## src/rtl/qsys_li_pkg.sv

```systemverilog
// qsys_li_pkg
//   Shared helpers for the latency-insensitive Qsys channel blocks.
//   min_sink_depth(stages) : smallest sink FIFO depth that sustains one beat
//                            per cycle across a link with `stages` register
//                            stages in each direction.
//   cnt_w(depth)           : width of an occupancy counter that can hold
//                            0..depth inclusive.
package qsys_li_pkg;

  function automatic int min_sink_depth(input int stages);
    return 2 * stages + 1;
  endfunction

  function automatic int cnt_w(input int depth);
    return $clog2(depth + 1);
  endfunction

endpackage

```

## src/rtl/qsys_pipeline_sink_if.sv

```systemverilog
// qsys_pipeline_sink_if
//   One valid/ready channel: data, valid, ready.
//   Handshake: the master drives data/valid, the slave drives ready. A beat
//   transfers on a rising clock edge where valid and ready are both 1. On the
//   pipelined link side of the sink, ready is a credit that reaches the
//   source several cycles late. The source decides on that delayed view, so
//   valid may be seen without ready in the same cycle. On the pearl side the
//   handshake is the plain zero-latency form.
//   Modports:
//     master : output data, valid; input ready
//     slave  : input data, valid; output ready
interface qsys_pipeline_sink_if #(
  parameter int DATA_WIDTH = 32
);
  logic [DATA_WIDTH-1:0] data;
  logic                  valid;
  logic                  ready;

  modport master (output data, output valid, input ready);
  modport slave  (input data, input valid, output ready);
endinterface

```

## src/rtl/qsys_li_fifo_mem.sv

```systemverilog
// qsys_li_fifo_mem
//   DEPTH x DATA_WIDTH register array with one synchronous write port and one
//   asynchronous (show-ahead) read port. The pointers are owned by the parent.
//   Ports:
//     clock : write clock
//     we    : write enable
//     waddr : write index, must be < DEPTH when we=1
//     wdata : write data
//     raddr : read index
//     rdata : mem[raddr], combinational
module qsys_li_fifo_mem #(
  parameter int DATA_WIDTH = 32,
  parameter int DEPTH      = 6,
  parameter int AW         = 3
) (
  input  logic                  clock,
  input  logic                  we,
  input  logic [AW-1:0]         waddr,
  input  logic [DATA_WIDTH-1:0] wdata,
  input  logic [AW-1:0]         raddr,
  output logic [DATA_WIDTH-1:0] rdata
);

  // Payload storage carries no reset; its contents only matter while the
  // parent reports the entry as occupied.
  logic [DATA_WIDTH-1:0] mem [DEPTH];

  always_ff @(posedge clock) begin
    if (we) begin
      mem[waddr] <= wdata;
    end
  end

  assign rdata = mem[raddr];

endmodule

```

## src/rtl/qsys_pipeline_sink.sv

```systemverilog
// qsys_pipeline_sink
//   Consumer end of a latency-insensitive link. The forward (data/valid) path
//   and the backward (ready) path each pass through PIPE_STAGES register
//   stages. A beat that arrives now was launched against the ready value of
//   RT = 2*PIPE_STAGES cycles ago. The block remembers those RT ready values
//   in `hist`. It only grants a new credit when the FIFO has room for every
//   beat that may still be in flight.
//   Ports:
//     clock, reset : clock, asynchronous active-high reset
//     link         : slave side of the pipelined link (data/valid in, ready out)
//     pearl        : master side towards the pearl (show-ahead FIFO head)
//     o_count      : current FIFO occupancy
//     o_proto_err  : sticky flag, set when a beat arrives without a credit
//   The interface instances must be built with DATA_WIDTH matching this block.
module qsys_pipeline_sink
  import qsys_li_pkg::*;
#(
  parameter int DATA_WIDTH  = 32,
  parameter int PIPE_STAGES = 2,
  parameter int DEPTH       = 6
) (
  input  logic                     clock,
  input  logic                     reset,
  qsys_pipeline_sink_if.slave      link,
  qsys_pipeline_sink_if.master     pearl,
  output logic [cnt_w(DEPTH)-1:0]  o_count,
  output logic                     o_proto_err
);

  localparam int RT = 2 * PIPE_STAGES;
  localparam int CW = cnt_w(DEPTH);
  localparam int PW = (DEPTH > 1) ? $clog2(DEPTH) : 1;
  // Wide enough for count + popcount(hist) even if the bound were violated.
  localparam int OW = $clog2(DEPTH + RT + 1);

  if (DEPTH < 1) begin : g_bad_depth
    $error("qsys_pipeline_sink: DEPTH must be >= 1");
  end
  if (PIPE_STAGES < 1) begin : g_bad_stages
    $error("qsys_pipeline_sink: PIPE_STAGES must be >= 1");
  end

  logic [RT-1:0] hist;        // hist[0] = ready last cycle, hist[RT-1] = RT ago
  logic [CW-1:0] count;
  logic [PW-1:0] wr_ptr;
  logic [PW-1:0] rd_ptr;
  logic          proto_err;

  logic [OW-1:0] hist_pop;
  logic [OW-1:0] outstanding;
  logic          credit_ok;
  logic          push;
  logic          pop;
  logic          bad_arrival;

  function automatic logic [PW-1:0] ptr_inc(input logic [PW-1:0] p);
    // DEPTH need not be a power of two, so wrap explicitly.
    return (p == PW'(DEPTH - 1)) ? '0 : p + PW'(1);
  endfunction

  // Each set bit in hist is a credit already granted whose beat may still be
  // in flight.
  always_comb begin
    hist_pop = '0;
    for (int i = 0; i < RT; i++) begin
      hist_pop = hist_pop + OW'(hist[i]);
    end
  end

  assign outstanding = OW'(count) + hist_pop;
  // Driven only from registers; the link's ready loop stays free of
  // combinational paths from i_valid / i_ready.
  assign credit_ok   = outstanding < OW'(DEPTH);

  // A beat is legal only if the credit it was launched against is the one now
  // leaving the history.
  assign push        = link.valid &&  hist[RT-1];
  assign bad_arrival = link.valid && !hist[RT-1];

  assign pearl.valid = (count != '0);
  assign pop         = pearl.valid && pearl.ready;

  assign link.ready  = credit_ok;
  assign o_count     = count;
  assign o_proto_err = proto_err;

  always_ff @(posedge clock or posedge reset) begin
    if (reset) begin
      hist      <= '0;
      count     <= '0;
      wr_ptr    <= '0;
      rd_ptr    <= '0;
      proto_err <= 1'b0;
    end else begin
      hist <= {hist[RT-2:0], credit_ok};
      if (push) begin
        wr_ptr <= ptr_inc(wr_ptr);
      end
      if (pop) begin
        rd_ptr <= ptr_inc(rd_ptr);
      end
      case ({push, pop})
        2'b10:   count <= count + CW'(1);
        2'b01:   count <= count - CW'(1);
        default: count <= count;
      endcase
      if (bad_arrival) begin
        proto_err <= 1'b1;
      end
    end
  end

  // Push into an empty FIFO writes the entry rd_ptr points at, but pop is
  // impossible while empty, so the new head shows up on rdata next cycle.
  qsys_li_fifo_mem #(
    .DATA_WIDTH (DATA_WIDTH),
    .DEPTH      (DEPTH),
    .AW         (PW)
  ) u_mem (
    .clock (clock),
    .we    (push),
    .waddr (wr_ptr),
    .wdata (link.data),
    .raddr (rd_ptr),
    .rdata (pearl.data)
  );

endmodule

```

## src/flat_wrapper.sv

```systemverilog
// flat-port wrapper written by rule: the top's interface ports become plain ports
module qsys_pipeline_sink_flat import qsys_li_pkg::*;
#(
  parameter int DATA_WIDTH  = 32,
  parameter int PIPE_STAGES = 2,
  parameter int DEPTH       = 6
)
  (clock, reset, o_count, o_proto_err, link_data, link_valid, link_ready, pearl_data, pearl_valid, pearl_ready);
  qsys_pipeline_sink_if #(.DATA_WIDTH(DATA_WIDTH)) link_i ();
  qsys_pipeline_sink_if #(.DATA_WIDTH(DATA_WIDTH)) pearl_i ();
  input  logic clock;
  input  logic reset;
  output logic [cnt_w(DEPTH)-1:0] o_count;
  output logic o_proto_err;
  input wire logic [$bits(link_i.data)-1:0] link_data;
  input wire logic [$bits(link_i.valid)-1:0] link_valid;
  output wire logic [$bits(link_i.ready)-1:0] link_ready;
  output wire logic [$bits(pearl_i.data)-1:0] pearl_data;
  output wire logic [$bits(pearl_i.valid)-1:0] pearl_valid;
  input wire logic [$bits(pearl_i.ready)-1:0] pearl_ready;
  assign link_i.data = link_data;
  assign link_i.valid = link_valid;
  assign link_ready = link_i.ready;
  assign pearl_data = pearl_i.data;
  assign pearl_valid = pearl_i.valid;
  assign pearl_i.ready = pearl_ready;
  qsys_pipeline_sink #(.DATA_WIDTH(DATA_WIDTH), .PIPE_STAGES(PIPE_STAGES), .DEPTH(DEPTH)) u_core (.clock(clock), .reset(reset), .link(link_i), .pearl(pearl_i), .o_count(o_count), .o_proto_err(o_proto_err));
endmodule
```

## config.mk

```make
export PLATFORM = sky130hd
export DESIGN_NAME = qsys_pipeline_sink_flat
export DESIGN_NICKNAME = d
export VERILOG_FILES = /design/src/rtl/qsys_li_pkg.sv /design/src/rtl/qsys_pipeline_sink_if.sv /design/src/rtl/qsys_li_fifo_mem.sv /design/src/rtl/qsys_pipeline_sink.sv /design/src/flat_wrapper.sv
export SDC_FILE = /design/constraint.sdc
export NUM_CORES = 1
export LEC_CHECK = 0
export ABC_CLOCK_PERIOD_IN_PS = 6920
export BUFFER_PORTS_ARGS = -buffer_cell sky130_fd_sc_hd__buf_2
export CORE_ASPECT_RATIO = 0.7
export CORE_MARGIN = 2
export CORE_UTILIZATION = 60
export DETAILED_ROUTE_END_ITERATION = 6
export HOLD_SLACK_MARGIN = 0.03
export PLACE_DENSITY = 0.86
export REMOVE_ABC_BUFFERS = 1
export SYNTH_ARGS = -nofsm -noshare
export SYNTH_HDL_FRONTEND = slang
export SYNTH_SLANG_ARGS = --single-unit
```

## constraint.sdc

```tcl
create_clock -name clock -period 6.92 [get_ports clock]
set_clock_uncertainty 0.1 [all_clocks]
set_input_delay 0.346 -clock clock [delete_from_list [all_inputs] [get_ports clock]]
set_output_delay 0.346 -clock clock [all_outputs]
set_load 0.03 [all_outputs]
```

==> summary.md <==
| Metric | Value |
|---|---|
| Fmax | ~0.3 GHz |
| # diodes | 0 |
| Final Max Slew Viols | 0 |
| Synth Instances | approximately 360 |
| Full die area | 0.0145 mm² |
| Pre-CTS WS | 4.09 ns |
| Hold violation total from the final report | 0 |
| Starting Density | 61.6% |
| Row count | 35 |
| Setup TNS | 0 ns |
| Core area | about 0.013 mm² |
| DRC Markers | 0 |
| Clock transition at the registers of the reported paths | about 0.07 ns |
| Gr ovfl total | 0 |
| Number of detailed-route iterations in the first pass | 4 |
| Total GRT Usage | 21.2% |
| Final Cycle Share | 48.6% |
| CP startpoint kind | flop |
| DP HPWL | 7900 µm |
| Met1 usage | slightly below 30% |
| Antenna violations before repair | 0 |
| Number of CTS-inserted buffers | 19 |
| Via count | 3796 |
| Post-synth top area cell | edfxtp_1 |
| Sequential fraction of the synthesis area | between 70% and 80% |
| Inst Count DP | between 600 and 700 |
| Final core utilization | around 73% |
| Initial DRC Count | between 150 and 200 |
| Height of the die | 101 µm |
| Comb pwr share | 34.4% |
| Worst Tran Pin Value | 1.12 ns |
| Synthesized flop and latch total | between 200 and 250 |
| Share of cells above drive strength 1 | between 40% and 50% |
| Antenna viol nets, final | 0 |
| Sequential power share | 42.5% |
| Total power | approximately 4.1 mW |
| CTS tree | built |
| Final Non-Filler Cells | ~680 |
| Yosys warns | 0 |
| H-Tree Depth | 1 |
| Clock buffer depth | 3 |
| Syn-to-layout area delta | 18.3% |
| Final Wtd Congestion | roughly 0.76 |
| CP cell instances | ha_1 -> inv_1 -> fa_1 -> nor2b_1 -> fa_1 -> xor2_1 -> a221oi_1 -> buf_2 |
| CP Class | flop to output port |
| Sw frac | around a third |
| Pwr dens | 430 mW/mm² |
| Outcome | finished, final reports clean |
| GR Util met2 | between 30% and 40% |
| Fin Hold WS | ~0.23 ns |
| Worst Path Required | roughly 6.5 ns |
| Routed wire length per instance | roughly 21 µm |
| Clock power share | a little under a quarter |
| P_leak | 3.38 nW |
| Fill cells | 791 |
| Syn avg cell area | ~22 µm² |
| Final worst setup slack | 3.56 ns |
| First-pass GRT wire length | 22700 µm |
| Sink Count | approximately 200 |
| Met3 GRT Util | under 10% |
| Largest cells by area after synthesis | edfxtp_1 (71%), mux4_2 (8.9%), mux2_4 (5.0%) |
| Most frequent CP cell | fa_1 |
| Post-CTS sizing | 0 |
| Max incr delay on CP | 0.47 ns |
| Crit path time final | 3.36 ns |
| Number of enable flip-flop cells after synthesis | 192 |
| Highest net fanout along the worst path | 2 |
| Dpl cell area | 0.00871 mm² |
| Synth cell types | 31 |
| FF/Latch Area | slightly above 0.006 mm² |
| Worst skew pair latency | 0.48 ns |
| Switching Power | 1.39 mW |
| Final wirelength | approximately 15000 µm |
| Int Pwr | between 2 and 3 mW |
| Area share of the largest cell type after synthesis | between 70% and 80% |
| Largest net degree at the start of global routing | between 60 and 70 |
| Reg2reg setup slack | around 4.2 ns |
| Max-cap violations | 0 |
| Final setup fails | 0 |
| Post-route cell area | 0.00961 mm² |
| Synth Flop Type | edfxtp_1 |
| I/O pin cnt | 74 |
| Gr busiest metal | met2 |
| Slowest cell on crit path | fa_1 |
| Root Driver | clkbuf_16 |
| Headroom to the max-slew limit | 25.1% |
| Crit path DAT | roughly 2.9 ns |
| Async SR Flop Fraction | under 10% |
| Worst vdd ir | about 0.29 mV |
| Port Buffers | 73 |
| Vias in the first global route | approximately 4100 |
| Cell Area, Synth | around 0.0081 mm² |
| CP endpoint kind | output port |
| Hold Crit Class | primary input to flop |
| RSZ-0062 raised after global routing | no |
| Vias/cell | ~5.6 |
| Footprint of the multi-input gates | ~0.0019 mm² |
| Final #Nets | 528 |
| Horiz. Die Dim | 143 µm |
-- cell usage after synthesis, types with 3 or more instances --
cell,number
mux4_2,32
edfxtp_1,192
buf_2,5
a21o_1,4
mux2_4,27
inv_1,8
fa_1,3
xor2_1,4
ha_1,5
mux2_1,6
dfrtp_1,14
mux2_2,32
clkbuf_1,4
nor2_1,4
nand2_1,3
-- power by group through the flow --
stage	logic (mW)	clock network, mW	registers (mW)
6_report	1.42	0.957	1.76
5_1_grt	1.52	1.01	1.78
4_1_cts	1.44	0.970	1.76
3_5_place_dp	1.41	0	1.78
3_3_place_gp	1.37	0	1.76
2_1_floorplan	1.05	0	1.76
-- kinds of logic (layout without fill, tap and decap cells) --
kind of cell,Yosys count,in the layout,share of synthesized area [%]
buf+inv,23,155,1.60
mux,98,98,19.3
xor+xnor,6,6,0.647
simple gates,16,16,1.02
compound gates,7,7,0.693
fa+ha+maj,8,8,1.51
flops,206,206,75.3
-- worst max-delay path, delay by kind of cell (launching register included) --
kind,cells,cell delay (ns)
DFF,1,0.41
adders and majority gates,3,1.13
and+or+nand+nor,1,0.07
buffers and inverters,2,0.31
xor gates and xnor gates,1,0.17
AOI/OAI and AO/OA,1,0.35
-- routing by layer --
layer	vias to the layer above	part of all wire, %
met3	26	5.1
met5	-	0
li1	1709	-
met1	1961	43
met4	0	1.5
met2	100	50
-- worst paths after layout --
| path | start | to | cells after the start |
|---|---|---|---|
| worst max-delay path | u_core.hist[1]$_DFF_PP0_ | link_ready | 8 |
| worst min-delay path | pearl_ready | u_core.rd_ptr[0]$_DFFE_PP0P_ | 3 |
| worst max register to register | u_core.wr_ptr[0]$_DFFE_PP0P_ | u_core.u_mem.mem[3][22]$_DFFE_PP_ | 3 |
| worst min register to register | u_core.hist[2]$_DFF_PP0_ | u_core.hist[3]$_DFF_PP0_ | 0 |
| max in group asynchronous | reset | u_core.rd_ptr[1]$_DFFE_PP0P_ | 3 |
| min in group asynchronous | reset | u_core.o_count[2]$_DFFE_PP0P_ | 3 |
-- area by class of cell --
class,instances,share of cell area (%)
flip-flops and latches,206,63.7
multi-input cells,135,19.9
repair buffers,114,7.89
clock buffers,28,5.30
well taps,185,2.41
clock inverters,5,0.469
inverters,8,0.312
-- sequential cells by signal, summed over array words and instances (netlist names) --
| signal | cells |
|---|---|
| u_core.o_count | 3 |
| u_core.u_mem.mem | 192 |
| u_core.o_proto_err | 1 |
| u_core.rd_ptr | 3 |
| u_core.hist | 4 |
| u_core.wr_ptr | 3 |
-- cell usage in the layout, fill, tap and decap left out --
cell type and n:
a21o_1 4, a221oi_1 1, a22o_1 1, buf_2 73
buf_4 7, bufinv_16 1, clkbuf_1 9, clkbuf_16 19
clkinv_1 4, dfrtp_1 11, dfrtp_2 2, dfrtp_4 1
dlygate4sd3_1 34, edfxtp_1 192, fa_1 3, ha_1 5
inv_1 8, mux2_1 6, mux2_2 32, mux2_4 27
mux2i_1 1, mux4_2 32, nand2_1 3, nand2b_1 1
nand3_1 1, nor2_1 3, nor2_4 1, nor2b_1 1
nor3_2 2, nor3b_2 1, nor4_2 1, nor4b_2 1
o31a_1 1, or3_1 1, xnor2_1 2, xor2_1 4
-- repair_timing --
item / 4_1_cts / 5_1_grt
hold buffers: 34 / 0
setup buffers: 0 / 0
endpoints found under the hold margin: 207 / 0
endpoints found under the setup margin: 0 / 0
Note: power is estimated with default switching activity, not from simulation.
